**config.mk**
```make
export PLATFORM = sky130hd
export DESIGN_NAME = gpio_mux_irq
export DESIGN_NICKNAME = d
export VERILOG_FILES = /design/src/rtl/gpio_pkg.sv /design/src/rtl/gpio_sync_edge.sv /design/src/rtl/gpio_mux_irq.sv
export SDC_FILE = /design/constraint.sdc
export NUM_CORES = 1
export LEC_CHECK = 0
export ABC_AREA = 1
export CAP_MARGIN = 20
export CORE_UTILIZATION = 45
export DETAILED_ROUTE_END_ITERATION = 8
export GPL_ROUTABILITY_DRIVEN = 0
export PLACE_DENSITY = 0.82
export REMOVE_ABC_BUFFERS = 1
export SLEW_MARGIN = 20
export SYNTH_ARGS = -nofsm -noshare
export SYNTH_HDL_FRONTEND = slang
export SYNTH_SLANG_ARGS = --single-unit
```
**constraint.sdc**
```tcl
create_clock -name clk -period 2.2 [get_ports clk]
set_input_delay 0.44 -clock clk [delete_from_list [all_inputs] [get_ports clk]]
set_output_delay 0.44 -clock clk [all_outputs]
set_load 0.01 [all_outputs]
```
**src/rtl/gpio_pkg.sv**
```systemverilog
// Shared definitions for the GPIO block: APB register byte offsets, the
// register-select enum produced by the address decoder, and limits.
// No ports (package).
package gpio_pkg;

  // Widest function-select field the block is meant to be built with.
  localparam int W_FSEL_MAX = 4;

  localparam logic [15:0] OFF_OUT       = 16'h0000;
  localparam logic [15:0] OFF_OUT_SET   = 16'h0004;
  localparam logic [15:0] OFF_OUT_CLR   = 16'h0008;
  localparam logic [15:0] OFF_OUT_XOR   = 16'h000C;
  localparam logic [15:0] OFF_OE        = 16'h0010;
  localparam logic [15:0] OFF_IN        = 16'h0014;
  localparam logic [15:0] OFF_RISE_EN   = 16'h0020;
  localparam logic [15:0] OFF_FALL_EN   = 16'h0024;
  localparam logic [15:0] OFF_STATUS    = 16'h0028;
  localparam logic [15:0] OFF_FSEL_BASE = 16'h0040;

  typedef enum logic [3:0] {
    REG_NONE,
    REG_OUT,
    REG_OUT_SET,
    REG_OUT_CLR,
    REG_OUT_XOR,
    REG_OE,
    REG_IN,
    REG_RISE_EN,
    REG_FALL_EN,
    REG_STATUS,
    REG_FSEL
  } reg_sel_e;

endpackage

```
**src/rtl/gpio_sync_edge.sv**
```systemverilog
// Per-pad two-flop input synchroniser followed by a "previous value" flop,
// giving a clean synchronised level plus single-cycle rise/fall strobes.
// Ports:
//   clk, rst_n   clock, async active-low reset
//   async_i      raw pad inputs (asynchronous to clk)
//   sync_o       synchronised level (second sync stage)
//   rise_o       1 for one cycle after sync_o goes 0->1
//   fall_o       1 for one cycle after sync_o goes 1->0
module gpio_sync_edge #(
  parameter int N = 16
) (
  input  logic         clk,
  input  logic         rst_n,
  input  logic [N-1:0] async_i,
  output logic [N-1:0] sync_o,
  output logic [N-1:0] rise_o,
  output logic [N-1:0] fall_o
);

  logic [N-1:0] sync1_q;
  logic [N-1:0] sync2_q;
  logic [N-1:0] prev_q;

  // NOTE: non-blocking assignments make every stage sample the value of the
  // previous stage from before the edge; blocking here would collapse the
  // chain into a single flop.
  always_ff @(posedge clk or negedge rst_n) begin
    if (!rst_n) begin
      sync1_q <= '0;
      sync2_q <= '0;
      prev_q  <= '0;
    end else begin
      sync1_q <= async_i;
      sync2_q <= sync1_q;
      prev_q  <= sync2_q;
    end
  end

  // prev_q resets low, so a pad that is low out of reset never reports an edge.
  assign sync_o = sync2_q;
  assign rise_o = sync2_q & ~prev_q;
  assign fall_o = ~sync2_q & prev_q;

endmodule

```
**src/rtl/gpio_mux_irq.sv**
```systemverilog
// APB-attached GPIO block with per-pad function select, atomic output
// aliases, synchronised inputs and W1C rise/fall edge interrupts.
// Ports:
//   clk, rst_n                 clock, async active-low reset
//   apbs_*                     APB slave (pready tied 1, pslverr on unmapped)
//   pad_out, pad_oe            to pad ring (value, drive enable)
//   pad_in                     from pad ring, asynchronous
//   periph_out, periph_oe      peripheral drives; pad p function f>=1 at
//                              bit p*(N_FUNCS-1)+f-1
//   periph_in                  synchronised pad level to all peripherals
//   irq                        level interrupt, OR of STATUS, from a flop
module gpio_mux_irq
  import gpio_pkg::*;
#(
  parameter int N_PADS = 16,
  parameter int W_FSEL = 2
) (
  input  logic                                  clk,
  input  logic                                  rst_n,
  input  logic                                  apbs_psel,
  input  logic                                  apbs_penable,
  input  logic                                  apbs_pwrite,
  input  logic [15:0]                           apbs_paddr,
  input  logic [31:0]                           apbs_pwdata,
  output logic [31:0]                           apbs_prdata,
  output logic                                  apbs_pready,
  output logic                                  apbs_pslverr,
  output logic [N_PADS-1:0]                     pad_out,
  output logic [N_PADS-1:0]                     pad_oe,
  input  logic [N_PADS-1:0]                     pad_in,
  input  logic [N_PADS*((1<<W_FSEL)-1)-1:0]     periph_out,
  input  logic [N_PADS*((1<<W_FSEL)-1)-1:0]     periph_oe,
  output logic [N_PADS-1:0]                     periph_in,
  output logic                                  irq
);

  localparam int N_FUNCS     = 1 << W_FSEL;
  localparam int PPR         = 32 / W_FSEL;                 // pads per FSEL word
  localparam int N_FSEL_REGS = (N_PADS + PPR - 1) / PPR;

  // ---------------------------------------------------------------- decode
  logic [15:0] addr_w;
  logic [13:0] fsel_idx;
  reg_sel_e    sel;
  logic        wr_en;
  logic        unused_paddr;

  assign addr_w       = {apbs_paddr[15:2], 2'b00};
  assign fsel_idx     = apbs_paddr[15:2] - OFF_FSEL_BASE[15:2];
  assign wr_en        = apbs_psel & apbs_penable & apbs_pwrite;
  assign unused_paddr = ^apbs_paddr[1:0];

  always_comb begin
    sel = REG_NONE;
    case (addr_w)
      OFF_OUT:     sel = REG_OUT;
      OFF_OUT_SET: sel = REG_OUT_SET;
      OFF_OUT_CLR: sel = REG_OUT_CLR;
      OFF_OUT_XOR: sel = REG_OUT_XOR;
      OFF_OE:      sel = REG_OE;
      OFF_IN:      sel = REG_IN;
      OFF_RISE_EN: sel = REG_RISE_EN;
      OFF_FALL_EN: sel = REG_FALL_EN;
      OFF_STATUS:  sel = REG_STATUS;
      default: begin
        if (addr_w >= OFF_FSEL_BASE &&
            addr_w <  OFF_FSEL_BASE + 16'(4 * N_FSEL_REGS))
          sel = REG_FSEL;
      end
    endcase
  end

  // ------------------------------------------------------------- input path
  logic [N_PADS-1:0] sync_lvl;
  logic [N_PADS-1:0] rise;
  logic [N_PADS-1:0] fall;

  gpio_sync_edge #(.N(N_PADS)) u_sync_edge (
    .clk     (clk),
    .rst_n   (rst_n),
    .async_i (pad_in),
    .sync_o  (sync_lvl),
    .rise_o  (rise),
    .fall_o  (fall)
  );

  assign periph_in = sync_lvl;

  // -------------------------------------------------------------- registers
  logic [N_PADS-1:0] out_q,     out_d;
  logic [N_PADS-1:0] oe_q,      oe_d;
  logic [N_PADS-1:0] rise_en_q, rise_en_d;
  logic [N_PADS-1:0] fall_en_q, fall_en_d;
  logic [N_PADS-1:0] status_q,  status_d;
  logic [W_FSEL-1:0] fsel_q [N_PADS];
  logic [W_FSEL-1:0] fsel_d [N_PADS];
  logic              irq_q;
  logic [N_PADS-1:0] wdata_p;
  logic [N_PADS-1:0] edge_set;

  assign wdata_p  = apbs_pwdata[N_PADS-1:0];
  assign edge_set = (rise & rise_en_q) | (fall & fall_en_q);

  // NOTE: every output of this block is given its hold value first, so no
  // path through the case leaves a variable unassigned and no latch appears.
  always_comb begin
    out_d     = out_q;
    oe_d      = oe_q;
    rise_en_d = rise_en_q;
    fall_en_d = fall_en_q;
    fsel_d    = fsel_q;
    // New edges are OR-ed in after the W1C mask, so set beats clear.
    status_d  = status_q | edge_set;
    if (wr_en) begin
      case (sel)
        REG_OUT:     out_d     = wdata_p;
        REG_OUT_SET: out_d     = out_q | wdata_p;
        REG_OUT_CLR: out_d     = out_q & ~wdata_p;
        REG_OUT_XOR: out_d     = out_q ^ wdata_p;
        REG_OE:      oe_d      = wdata_p;
        REG_RISE_EN: rise_en_d = wdata_p;
        REG_FALL_EN: fall_en_d = wdata_p;
        REG_STATUS:  status_d  = (status_q & ~wdata_p) | edge_set;
        REG_FSEL: begin
          for (int p = 0; p < N_PADS; p++) begin
            if (fsel_idx == 14'(p / PPR))
              fsel_d[p] = apbs_pwdata[(p % PPR) * W_FSEL +: W_FSEL];
          end
        end
        default: ;
      endcase
    end
  end

  // NOTE: the FSEL array is a register file, not a RAM, and it must come out
  // of reset selecting bitbash, so each entry is explicitly reset.
  always_ff @(posedge clk or negedge rst_n) begin
    if (!rst_n) begin
      out_q     <= '0;
      oe_q      <= '0;
      rise_en_q <= '0;
      fall_en_q <= '0;
      status_q  <= '0;
      irq_q     <= 1'b0;
      for (int p = 0; p < N_PADS; p++) fsel_q[p] <= '0;
    end else begin
      out_q     <= out_d;
      oe_q      <= oe_d;
      rise_en_q <= rise_en_d;
      fall_en_q <= fall_en_d;
      status_q  <= status_d;
      // Registered from the next STATUS value so irq tracks STATUS with no
      // extra cycle and no combinational glitching.
      irq_q     <= |status_d;
      fsel_q    <= fsel_d;
    end
  end

  assign irq = irq_q;

  // -------------------------------------------------------------- read mux
  logic [31:0] rdata;

  always_comb begin
    rdata = '0;
    case (sel)
      REG_OUT:     rdata[N_PADS-1:0] = out_q;
      REG_OE:      rdata[N_PADS-1:0] = oe_q;
      REG_IN:      rdata[N_PADS-1:0] = sync_lvl;
      REG_RISE_EN: rdata[N_PADS-1:0] = rise_en_q;
      REG_FALL_EN: rdata[N_PADS-1:0] = fall_en_q;
      REG_STATUS:  rdata[N_PADS-1:0] = status_q;
      REG_FSEL: begin
        for (int p = 0; p < N_PADS; p++) begin
          if (fsel_idx == 14'(p / PPR))
            rdata[(p % PPR) * W_FSEL +: W_FSEL] = fsel_q[p];
        end
      end
      default: ;  // write-only aliases and unmapped addresses read 0
    endcase
  end

  assign apbs_prdata  = apbs_psel ? rdata : 32'h0;
  assign apbs_pready  = 1'b1;
  assign apbs_pslverr = apbs_psel & (sel == REG_NONE);

  // ------------------------------------------------------------ output mux
  // Each pad gets a choice vector {functions N-1..1, bitbash}; the select
  // field is exactly wide enough to index it, so every code is decoded.
  logic [N_FUNCS-1:0] out_choices;
  logic [N_FUNCS-1:0] oe_choices;

  always_comb begin
    pad_out     = '0;
    pad_oe      = '0;
    out_choices = '0;
    oe_choices  = '0;
    for (int p = 0; p < N_PADS; p++) begin
      out_choices = {periph_out[p*(N_FUNCS-1) +: N_FUNCS-1], out_q[p]};
      oe_choices  = {periph_oe [p*(N_FUNCS-1) +: N_FUNCS-1], oe_q[p]};
      pad_out[p]  = out_choices[fsel_q[p]];
      pad_oe[p]   = oe_choices[fsel_q[p]];
    end
  end

endmodule

```
# == Word-level counts from Yosys, hierarchy flattened ==
# Index checks and enable logic that the tools add are counted.
# totals
regBits,161
latch_bits,0
mem_bits_rw,0
mem_bits_ro,0
in_bits,165
out_inout_bits,83
elab_cells,178
n_memories,0
# classes
add_sub_neg,1
n_mul,0
div,0
order_cmp,18
eq_ne,18
shift,0
muxes,88
bitwise_logic,17
n_reduce_logical,11
# op_table
cell,count
16-bit case mux with 7 select lines,1
16-bit bitwise AND,6
1-bit binary-select mux with 2-bit select,32
16-bit bitwise OR,4
16-bit case mux with 4 select lines,1
"2-bit by 3-bit less-than comparator with 1-bit output, second input constant",16
16-bit two-way mux,3
16-bit NOT,3
"14-bit by 4-bit == test with 1-bit output, second input constant",3
4-bit case mux with 9 select lines,1
1-bit two-way mux,32
2-bit two-way mux,16
32-bit two-way mux,1
"14-bit by 2-bit == test with 1-bit output, second input constant",2
"14-bit by 3-bit == test with 1-bit output, second input constant",2
"4-bit by 3-bit == test with 1-bit output, second input constant",4
"16-bit by 7-bit greater-or-equal comparator with 1-bit output, second input constant",1
16-bit zero test,1
"16-bit by 7-bit less-than comparator with 1-bit output, second input constant",1
16-bit OR reduction,1
16-bit XOR,1
"14-bit by 1-bit == test with 1-bit output, second input constant",1
14-bit zero test,1
"14-bit by 5-bit subtractor with 14-bit output, second input constant",1
10 further kinds,18

# == Longest topological paths before layout ==
# logic_depth
ltp_word,8
ltp_mapped,15
mapped_depth_nobuf,13

# == Modules after synthesis ==
# From an unflattened synthesis, not the netlist that was laid out.
# unflattened
hier_cells,1280
hier_area_um2,9390.3
# modules_own_cells
module,instances,cells_per_inst,area_each_um2,seq_area_each_um2
gpio_mux_irq,1,1168,7948.9,2827.7
gpio_sync_edge,1,112,1441.4,1201.2

# == Least setup slack after synthesis ==
# No wires, ideal clock.
# synth_path
kind,input-to-output
startpoint,input apbs_paddr[9]
endpoint,output apbs_prdata[0]
t_arrival_ps,1821
required_ps,1760
path_slack_ps,-61
path_stages,10
n_path_buf,1
path_cell_list,nor2_2 > nand2_4 > nor2_4 > nand2_1 > nand3_4 > buf_2 > nand4_1 > nand2_1 > nor2_1 > a21oi_1
# synth_between
elab_chain_cells,7
elab_cells_between_ends,26
# synth_rtl
item,line,text
from (decl),gpio_mux_irq.sv:23,"input logic [15:0] apbs_paddr,"
16-bit by 7-bit greater-or-equal comparator with 1-bit output / 16-bit by 7-bit less-than comparator with 1-bit output (equally long branches),"gpio_mux_irq.sv:66, gpio_mux_irq.sv:67",
1-bit logical AND,gpio_mux_irq.sv:66,if (addr_w >= OFF_FSEL_BASE &&
4-bit two-way mux,gpio_mux_irq.sv:66,
4-bit case mux with 9 select lines,gpio_mux_irq.sv:55,case (addr_w)
4-bit == test (tied with other cells),gpio_mux_irq.sv:166,case (sel)
16-bit case mux with 7 select lines (*),gpio_mux_irq.sv:166,
32-bit two-way mux (*),gpio_mux_irq.sv:183,assign apbs_prdata = apbs_psel ? rdata : 32'h0;
to (decl),gpio_mux_irq.sv:25,"output logic [31:0] apbs_prdata,"
# Mark *: on every way between the ends. The rest lies on a longest branch, timed or not.

# == Worst setup path after layout ==
# layout_path
startpoint,input apbs_paddr[13]
endpoint,output apbs_prdata[15]
# Same word-level chain as after synthesis.

==> out/results.tsv <==
metric	value	unit
async set or reset register ratio after synthesis	1.00	
dpl hpwl	22.7	mm
max cap viols	0	
Final ANT Viol Nets	0	
Critical-path top delay cell	a21oi_4	
largest net degree at the start of global routing	42	
status	finished, violations left	
LEAKAGE	0.00682	uW
IO Pins	248	
Via Count	10500	
number of diodes	0	
relative slew slack	0.293	
gr ovfl total	0	
clock slew at reported path FFs	0.06	ns
worst-path fanout max	16	
DR pass1 iterations	8	
fraction of layout cells with a size suffix above 1	0.194	
Post-synth EDFFs	0	
H-Tree Depth	4	
Final Setup Violations	31	
gate count of the mapped netlist	1265	
fin crit period	2.54	ns
fmax	393	MHz
Mapped Area	9430	um2
WHS	0.349	ns
Worst Path Required	1.76	ns
Starting DRT DRC Count	959	
Die Height	147	um
DR WL/cell	18.0	um
Total Wirelength	33.6	mm
clock buffer count from CTS	17	
port buffer count	244	
setup slack after layout	-0.344	ns
Power Density	498	nW/um2
vias in the first global route	10400	
Root Buffer	clkbuf_16	
worst path cell trace	buf_2 > nor2_4 > nand3_4 > buf_6 > nor2_2 > nand2_4 > nand2_8 > buf_12 > buf_12 > nand4_1 > nand2_1 > nor2_2 > a21oi_4 > buf_6	
Hold Fails Final Rpt	0	
Seq/Total Area, Yosys	0.427	
Skew-Pair Late Insertion Delay	0.45	ns
worst min-delay path class	flop to flop	
core area	20400	um2
Rows	52	
Synth area leader	dfrtp_1	
Netlist cell types	43	
RSZ-0062 raised after global routing	true	
Syn-to-layout area delta	50.1	%
endpoint class of the critical path	output pin	
list of most frequent post-synthesis cells	nand2_1 (320), nor2_1 (175), dfrtp_1 (161), o21ai_0 (115), inv_1 (98)	
Slew Limit Fails	0	
Ys Warns	0	
CTS Buffer Depth	2	
total power	7060	uW
Avg Cell Area, Syn	7.45	um2
DP Worst Slack	-1.16	ns
WP data arrival	2.10	ns
count of state elements after synthesis	161	
DRC viols	0	
top cells by area, synth	dfrtp_1 (43%), nand2_1 (13%), nor2_1 (7.0%), o21ai_0 (6.1%), nand4_1 (4.5%)	
nets@finish	1780	
Synth Flop Type	dfrtp_1	
fill cell count	1580	
Starting Density	0.463	
Clock Skew	0.00625	ns
Tcrit/Tclk final	1.16	
share of the synthesized area in the top cell type	0.427	
type of origin of the critical path	input port	
most frequent cell after synthesis	nand2_1	
GRT Total Usage	0.311	
slowest stage delay, CP	0.18	ns
first-pass GRT wire length	52.3	mm
Die Wd	147	um
Vias/cell	5.63	
initial antenna violation count	0	
Worst-Margin Slew	1.06	ns
CTS Sinks	161	
Setup CP Type	input port to output pin	
failing checks	negative setup slack	
CTS tree	done	
die area	21500	um2
Max VDD drop	0.000528	V
[worst max-delay path, delay by kind of cell]
kind                   cells  cell delay (ns)
AO/OA/AOI/OAI              1             0.18
buffers and inverters      5             0.65
AND/OR/NAND/NOR            8             0.81
[what timing repair did]
action,CTS,global route
hold buffers,1,0
endpoints found under the setup margin,82,54
gates resized for setup,277,86
pin swaps,45,49
endpoints found under the hold margin,36,0
buffers inserted,15,5
cloned,2,0
[metrics by stage]
step / util / setup TNS, ns / instances / instance area [um2]
2_1_floorplan: - / -41.31 / 1217 / 9180
6_report: 0.695 / -6.39 / 1865 / 14200
3_5_place_dp: 0.629 / -50.43 / 1814 / 12800
3_3_place_gp: 0.629 / -45.27 / 1814 / 12800
5_1_grt: 0.695 / -9.45 / 1865 / 14200
4_1_cts: 0.680 / -6.45 / 1861 / 13800
[registers in the layout (all words and copies together), names as in the netlist]
register	flops
out_q	16
status_q	16
rise_en_q	16
fsel_q	32
fall_en_q	16
oe_q	16
u_sync_edge.sync_o	16
irq	1
u_sync_edge.prev_q	16
u_sync_edge.sync1_q	16
[path summary, 6_finish.rpt]
path / cells after the start / slack [ns] / to / start
setup / recovery: 14 / -0.34 / apbs_prdata[15] / apbs_paddr[13]
hold / removal: 0 / 0.35 / u_sync_edge.sync_o[7] / u_sync_edge.sync1_q[7]
setup reg to reg: 13 / 0.44 / irq / u_sync_edge.sync_o[4]
hold reg to reg: 0 / 0.35 / u_sync_edge.sync_o[7] / u_sync_edge.sync1_q[7]
max in group asynchronous: 3 / 1.13 / fall_en_q[9] / rst_n
min in group asynchronous: 2 / 0.49 / fall_en_q[1] / rst_n
[metal layers]
metal | track usage | routed length, um
met1 | 0.383 | 13000
met2 | 0.515 | 16300
met3 | 0.0764 | 2990
met4 | 0.144 | 1330
met5 | 0 | 0
[kinds of logic after synthesis]
kind of cell | share of synthesized area
buffers and inverters | 0.0690
xor gates and xnor gates | 0.000929
and+or+nand+nor | 0.322
AOI/OAI and AO/OA | 0.138
DFF | 0.427
other | 0.000398
adders and majority gates | 0.0425
[layout by cell type, fill, tap and decap left out, types with 28 or more instances in the layout]
master / count
o22ai_1: 32
o21ai_0: 114
nand2_1: 300
nor2_1: 147
a21oi_1: 29
clkdlybuf4s50_1: 164
inv_1: 84
nand3_1: 41
dfrtp_1: 159
buf_4: 71
dlygate4sd2_1: 28
ha_1: 32
nand4_1: 68
buf_6: 32
o21ai_1: 44
[final cells by class]
cell class	instances	area (um2)	share of cell area
clock buffers	19	443	0.0313
clock inverters	12	205	0.0145
inverters	108	413	0.0292
multi-input cells	948	5170	0.365
flip-flops and latches	161	4030	0.285
well taps	270	338	0.0239
repair buffers	347	3550	0.251
[where the power goes]
group / leakage, uW / internal (uW) / total, uW / switching, uW
combinational: 0.00455 / 405 / 700 / 295
clock: 0.000310 / 2040 / 3300 / 1260
sequential: 0.00197 / 3010 / 3050 / 40.5
Power figures use the tool's default switching activity.
